### src/rtl/nibser_pkg.sv
// Shared state encodings and nibble helpers for the nibble-serial add/sub unit.
package nibser_pkg;

  typedef enum logic [1:0] {
    IDLE = 2'b00,
    RUN  = 2'b01,
    DONE = 2'b10
  } state_e;

  localparam int NIB_W = 4;

  function automatic int nibbles(input int width);
    return width / NIB_W;
  endfunction

endpackage

### src/rtl/clas_4bit.sv
// 4-bit carry-lookahead add/sub slice; combinational, no backpressure.
// sel inverts b; the caller supplies c_in (sel on the first nibble, carry after).
module clas_4bit (
  input  logic [3:0] a,
  input  logic [3:0] b,
  input  logic       sel,
  input  logic       c_in,
  output logic [3:0] sum,
  output logic       c_out
);

  logic [3:0] beff;
  logic [3:0] g;
  logic [3:0] p;
  logic [4:0] c;

  always_comb begin
    beff = b ^ {4{sel}};
    g    = a & beff;
    p    = a ^ beff;
    c[0] = c_in;
    c[1] = g[0] | (p[0] & c_in);
    c[2] = g[1] | (p[1] & g[0]) | (p[1] & p[0] & c_in);
    c[3] = g[2] | (p[2] & g[1]) | (p[2] & p[1] & g[0]) | (p[2] & p[1] & p[0] & c_in);
    c[4] = g[3] | (p[3] & g[2]) | (p[3] & p[2] & g[1]) | (p[3] & p[2] & p[1] & g[0])
         | (p[3] & p[2] & p[1] & p[0] & c_in);
    sum   = p ^ c[3:0];
    c_out = c[4];
  end

endmodule

### src/rtl/nibble_serial_addsub.sv
// WIDTH-bit add/sub reusing one 4-bit slice, LSB nibble first; result valid NIBBLES cycles after accept,
// held in DONE until out_ready. NIBSER_EARLY_ACCEPT_EN allows accepting the next op on the handoff edge.
module nibble_serial_addsub
  import nibser_pkg::*;
#(
  parameter int WIDTH = 16
) (
  input  logic             clk,
  input  logic             rst_n,
  input  logic             in_valid,
  output logic             in_ready,
  input  logic             sel,
  input  logic [WIDTH-1:0] a,
  input  logic [WIDTH-1:0] b,
  output logic             out_valid,
  input  logic             out_ready,
  output logic [WIDTH-1:0] result,
  output logic             c_out,
  output logic             overflow,
  output logic             busy
);

  localparam int NIBBLES = nibbles(WIDTH);
  localparam int IDX_W   = $clog2(NIBBLES);

  state_e             state_q, state_d;
  logic [IDX_W-1:0]   idx_q, idx_d;
  logic               carry_q, carry_d;
  logic               sel_q, sel_d;
  logic [WIDTH-1:0]   a_q, a_d;
  logic [WIDTH-1:0]   b_q, b_d;
  logic [WIDTH-1:0]   result_q, result_d;
  logic               c_out_q, c_out_d;
  logic               ovf_q, ovf_d;
  logic               out_valid_q, out_valid_d;
  logic               busy_q, busy_d;

  logic [NIB_W-1:0]   a_nib;
  logic [NIB_W-1:0]   b_nib;
  logic [NIB_W-1:0]   sum_nib;
  logic               slice_c;
  logic               accept;
  logic               last_nib;

  clas_4bit u_slice (
    .a     (a_nib),
    .b     (b_nib),
    .sel   (sel_q),
    .c_in  (carry_q),
    .sum   (sum_nib),
    .c_out (slice_c)
  );

`ifdef NIBSER_EARLY_ACCEPT_EN
  assign in_ready = (state_q == IDLE) || ((state_q == DONE) && out_ready);
`else
  assign in_ready = (state_q == IDLE);
`endif

  assign accept   = in_valid && in_ready;
  assign last_nib = (idx_q == IDX_W'(NIBBLES - 1));

  always_comb begin
    a_nib = '0;
    b_nib = '0;
    for (int i = 0; i < NIBBLES; i++) begin
      if (idx_q == IDX_W'(i)) begin
        a_nib = a_q[i*NIB_W +: NIB_W];
        b_nib = b_q[i*NIB_W +: NIB_W];
      end
    end
  end

  always_comb begin
    state_d     = state_q;
    idx_d       = idx_q;
    carry_d     = carry_q;
    sel_d       = sel_q;
    a_d         = a_q;
    b_d         = b_q;
    result_d    = result_q;
    c_out_d     = c_out_q;
    ovf_d       = ovf_q;
    out_valid_d = out_valid_q;
    busy_d      = busy_q;

    case (state_q)
      RUN: begin
        for (int i = 0; i < NIBBLES; i++) begin
          if (idx_q == IDX_W'(i)) result_d[i*NIB_W +: NIB_W] = sum_nib;
        end
        carry_d = slice_c;
        if (last_nib) begin
          state_d     = DONE;
          c_out_d     = slice_c;
          ovf_d       = (a_q[WIDTH-1] == (b_q[WIDTH-1] ^ sel_q)) && (sum_nib[NIB_W-1] != a_q[WIDTH-1]);
          out_valid_d = 1'b1;
        end else begin
          idx_d = idx_q + IDX_W'(1);
        end
      end
      DONE: begin
        if (out_ready) begin
          state_d     = IDLE;
          out_valid_d = 1'b0;
          busy_d      = 1'b0;
        end
      end
      default: state_d = IDLE;
    endcase

    // Accept only happens in IDLE or (early mode) on the DONE handoff edge.
    if (accept) begin
      state_d     = RUN;
      a_d         = a;
      b_d         = b;
      sel_d       = sel;
      carry_d     = sel;
      idx_d       = '0;
      result_d    = '0;
      out_valid_d = 1'b0;
      busy_d      = 1'b1;
    end
  end

  always_ff @(posedge clk) begin
    if (!rst_n) begin
      state_q     <= IDLE;
      idx_q       <= '0;
      carry_q     <= 1'b0;
      sel_q       <= 1'b0;
      a_q         <= '0;
      b_q         <= '0;
      result_q    <= '0;
      c_out_q     <= 1'b0;
      ovf_q       <= 1'b0;
      out_valid_q <= 1'b0;
      busy_q      <= 1'b0;
    end else begin
      state_q     <= state_d;
      idx_q       <= idx_d;
      carry_q     <= carry_d;
      sel_q       <= sel_d;
      a_q         <= a_d;
      b_q         <= b_d;
      result_q    <= result_d;
      c_out_q     <= c_out_d;
      ovf_q       <= ovf_d;
      out_valid_q <= out_valid_d;
      busy_q      <= busy_d;
    end
  end

  assign out_valid = out_valid_q;
  assign result    = result_q;
  assign c_out     = c_out_q;
  assign overflow  = ovf_q;
  assign busy      = busy_q;

endmodule

### config.mk
export PLATFORM = sky130hd
export DESIGN_NAME = nibble_serial_addsub
export DESIGN_NICKNAME = d
export VERILOG_FILES = /design/src/rtl/nibser_pkg.sv /design/src/rtl/clas_4bit.sv /design/src/rtl/nibble_serial_addsub.sv
export SDC_FILE = /design/constraint.sdc
export NUM_CORES = 1
export LEC_CHECK = 0
export ABC_AREA = 1
export CORE_ASPECT_RATIO = 1.5
export CORE_MARGIN = 2
export CORE_UTILIZATION = 50
export DETAILED_ROUTE_END_ITERATION = 8
export PLACE_DENSITY = 0.82
export SLEW_MARGIN = 20
export SYNTH_ARGS = -nofsm -noshare
export SYNTH_HDL_FRONTEND = slang
export SYNTH_SLANG_ARGS = --single-unit
### constraint.sdc
create_clock -name clk -period 6.89 [get_ports clk]
set_input_delay 1.378 -clock clk [delete_from_list [all_inputs] [get_ports clk]]
set_output_delay 1.378 -clock clk [all_outputs]
set_load 0.01 [all_outputs]
==> impl_metrics.env <==
export IMPL_synth_area_leader_cell="dfxtp_1"
export IMPL_synth_area_top_cells="dfxtp_1, o21ai_0, nor2_1, nand2_1, a21oi_1"
export IMPL_cts_made_buffers=9
export IMPL_slew_viol_final=0
export IMPL_die_area_sq_um=6030
export IMPL_tritoncts="done"
export IMPL_start_kind="input port"
export IMPL_crit_arrival_ps=3520
export IMPL_cell_internal_pwr_mw=0.610
export IMPL_cts_setup_buffers=0
export IMPL_switching_share=0.274
export IMPL_drc=0
export IMPL_wire_per_inst_microns=11.9
export IMPL_synth_top_area_frac=0.429
export IMPL_clockBufferDepth=2
export IMPL_seq_power_share=0.438
export IMPL_synth_flop_cell="dfxtp_1"
export IMPL_setup_violations=0
export IMPL_synth_net_count=398
export IMPL_place_ws_ps=3380
export IMPL_worstPathRequired_ps=7170
export IMPL_drive_gt1_frac=0.0709
export IMPL_status="complete, no violations"
export IMPL_cts_sinks=58
export IMPL_hold_ws_ps=478
export IMPL_track_usage=0.209
export IMPL_fin_skew_ps=8.53
export IMPL_slew_headroom=0.431
export IMPL_rows=32
export IMPL_power_leakage_nw=1.51
export IMPL_fin_setup_tns_ps=0
export IMPL_antenna_found_initial=0
export IMPL_fin_crit_ps=3240
export IMPL_power_per_cell_area_nw_per_um2=244
export IMPL_max_vdd_ir_drop_mv=0.220
export IMPL_hold_violations=0
export IMPL_p_sw_mw=0.230
export IMPL_pwr_share_clk=0.372
export IMPL_min_delay_path_class="flop to flop"
export IMPL_dp_hpwl_microns=4120
export IMPL_fillers=427
export IMPL_total_power_mw=0.841
export IMPL_die_height_microns=94.1
export IMPL_via_count=2417
export IMPL_fmax_mhz=309
export IMPL_hold_buffers=0
export IMPL_final_nets=450
export IMPL_viasPerCell=5.07
export IMPL_cts_repair_resized=0
export IMPL_worstSetupPathType="input port to flop"
export IMPL_worstMarginPinSlew_ps=851
export IMPL_async_reset_ff_frac=0
export IMPL_ys_seq_elements=58
export IMPL_clk_latency_ps=340
export IMPL_core_sq_um=5160
export IMPL_path_cells="clkdlybuf4s50_1 > inv_1 > nor2_4 > o21ai_0 > o21bai_1 > inv_1"
export IMPL_grt_pass1_vias=2326
export IMPL_path_max_fanout=34
export IMPL_p_comb_frac=0.190
export IMPL_place_congestion=0.874
export IMPL_dr_first_iter_drc_count=175
export IMPL_rsz0062_at_grt="false"
export IMPL_area_delta_synth_final_pct=27.3
export IMPL_final_antenna_net_count=0
export IMPL_max_cap_violations=0
export IMPL_root_buffer="clkbuf_8"
export IMPL_seq_area_frac_synth=0.429
export IMPL_path_common_cell="inv_1"
export IMPL_die_w_microns=64.1
export IMPL_num_io_pins=58
export IMPL_cts_max_level=3
export IMPL_end_kind="flop"
export IMPL_critical_path_max_stage_delay_ps=1020
export IMPL_slowest_stage="clkdlybuf4s50_1"
export IMPL_ys_types=37
export IMPL_grt_max_degree=42
export IMPL_synth_cells=352
export IMPL_drt_total_wl_microns=5660
export IMPL_path_clk_slew_ps=60
export IMPL_synthesis_area_sq_um=2710
export IMPL_overflow=0
export IMPL_grt_pass1_wl_microns=9800
export IMPL_io_buffers=57
export IMPL_drt_first_pass_iters=5
export IMPL_diodes=0
export IMPL_yosysWarningCount=0
export IMPL_synth_edf_count=0
export IMPL_setup_slack_ps=3650
export IMPL_start_util=0.524
export IMPL_avgSynthCellArea_sq_um=7.69
export IMPL_finalCritPeriodShare=0.470
## area by class of cell
type                    count  area, sq um  share of cell area
well taps                  68         85.1              0.0247
clock inverters             2         35.0              0.0102
inverters                  35          146              0.0425
repair buffers             57          571               0.166
clock buffers              14          163              0.0472
flip-flops and latches     58         1160               0.337
multi-input cells         243         1280               0.373
## power groups by stage
stage	Combinational, mW	Sequential (mW)	Clock (mW)
floorplan	0.110	0.373	0
global placement	0.154	0.375	0
detailed placement	0.158	0.375	0
CTS	0.160	0.368	0.314
global route	0.180	0.371	0.331
finish	0.160	0.368	0.313
## synth_stat cells (2+ instances only)
library cell,number
a21oi_1,26
a22o_1,3
a22oi_1,2
a31o_2,2
buf_6,5
clkbuf_1,6
clkbuf_2,2
dfxtp_1,58
ha_1,8
inv_1,30
inv_2,3
nand2_1,42
nand3_1,11
nor2_1,66
nor2_2,2
nor2_4,4
o211ai_1,7
o21ai_0,50
o21ai_1,2
o21bai_1,4
xor2_1,3
## critical path: cells and delay by family
family	cells	cell delay, ps
buffers and inverters	3	1380
AND/OR/NAND/NOR	1	370
AO/OA/AOI/OAI	2	370
## final timing paths
kind / slack, ps / cells past startpoint / endpoint / start
max: 3650 / 6 / result[6]$_SDFFE_PP0P_ / rst_n
min: 480 / 2 / b_q[9]$_SDFFE_PN0P_ / b_q[9]$_SDFFE_PN0P_
max reg2reg: 3980 / 16 / overflow$_SDFFE_PN0P_ / idx_q[1]$_SDFFE_PP0P_
min reg2reg: 480 / 2 / b_q[9]$_SDFFE_PN0P_ / b_q[9]$_SDFFE_PN0P_
## routing by layer
layer  track usage  share of wire  vias to the layer above
met5             0              0                        -
met3        0.0576          0.045                       14
met4         0.114          0.031                        0
met1         0.214           0.40                     1076
met2         0.377           0.53                       70
li1              -              -                     1257
## state kept, by name, indices dropped and copies added, names as in the netlist
name and flops:
a_q 16, idx_q 2, state_q 2, busy 1, overflow 1, c_out 1
out_valid 1, carry_q 1, sel_q 1, b_q 16, result 16
## cells in the final DEF (no fill, tap or decap), drive strengths merged
cell type,instances
nand3,12
a31oi,1
a21oi,26
or2,1
a22o,3
xor2,3
o21ai,52
inv,34
o21bai,4
nand4,1
a31o,2
o21a,1
fa,1
a22oi,2
nor2,73
clkbuf,14
clkdlybuf4s50,57
o22ai,1
clkinv,2
ha,8
nand2,43
xnor2,1
dfxtp,58
and3,1
bufinv,1
o211ai,7
## metrics by stage
step,area (sq um),utilization,cells
2_1_floorplan,2710,-,352
3_3_place_gp,3250,0.629,461
3_5_place_dp,3250,0.629,461
4_1_cts,3450,0.667,477
5_1_grt,3450,0.667,477
6_report,3450,0.667,477
## cells by family after synthesis
group	Yosys count	share of synthesized area
xor+xnor	4	0.0129
compound gates	99	0.204
fa+ha+maj	9	0.0444
flops	58	0.429
simple gates	131	0.213
buf+inv	51	0.0966
Note: power is estimated with default switching activity, not from simulation.
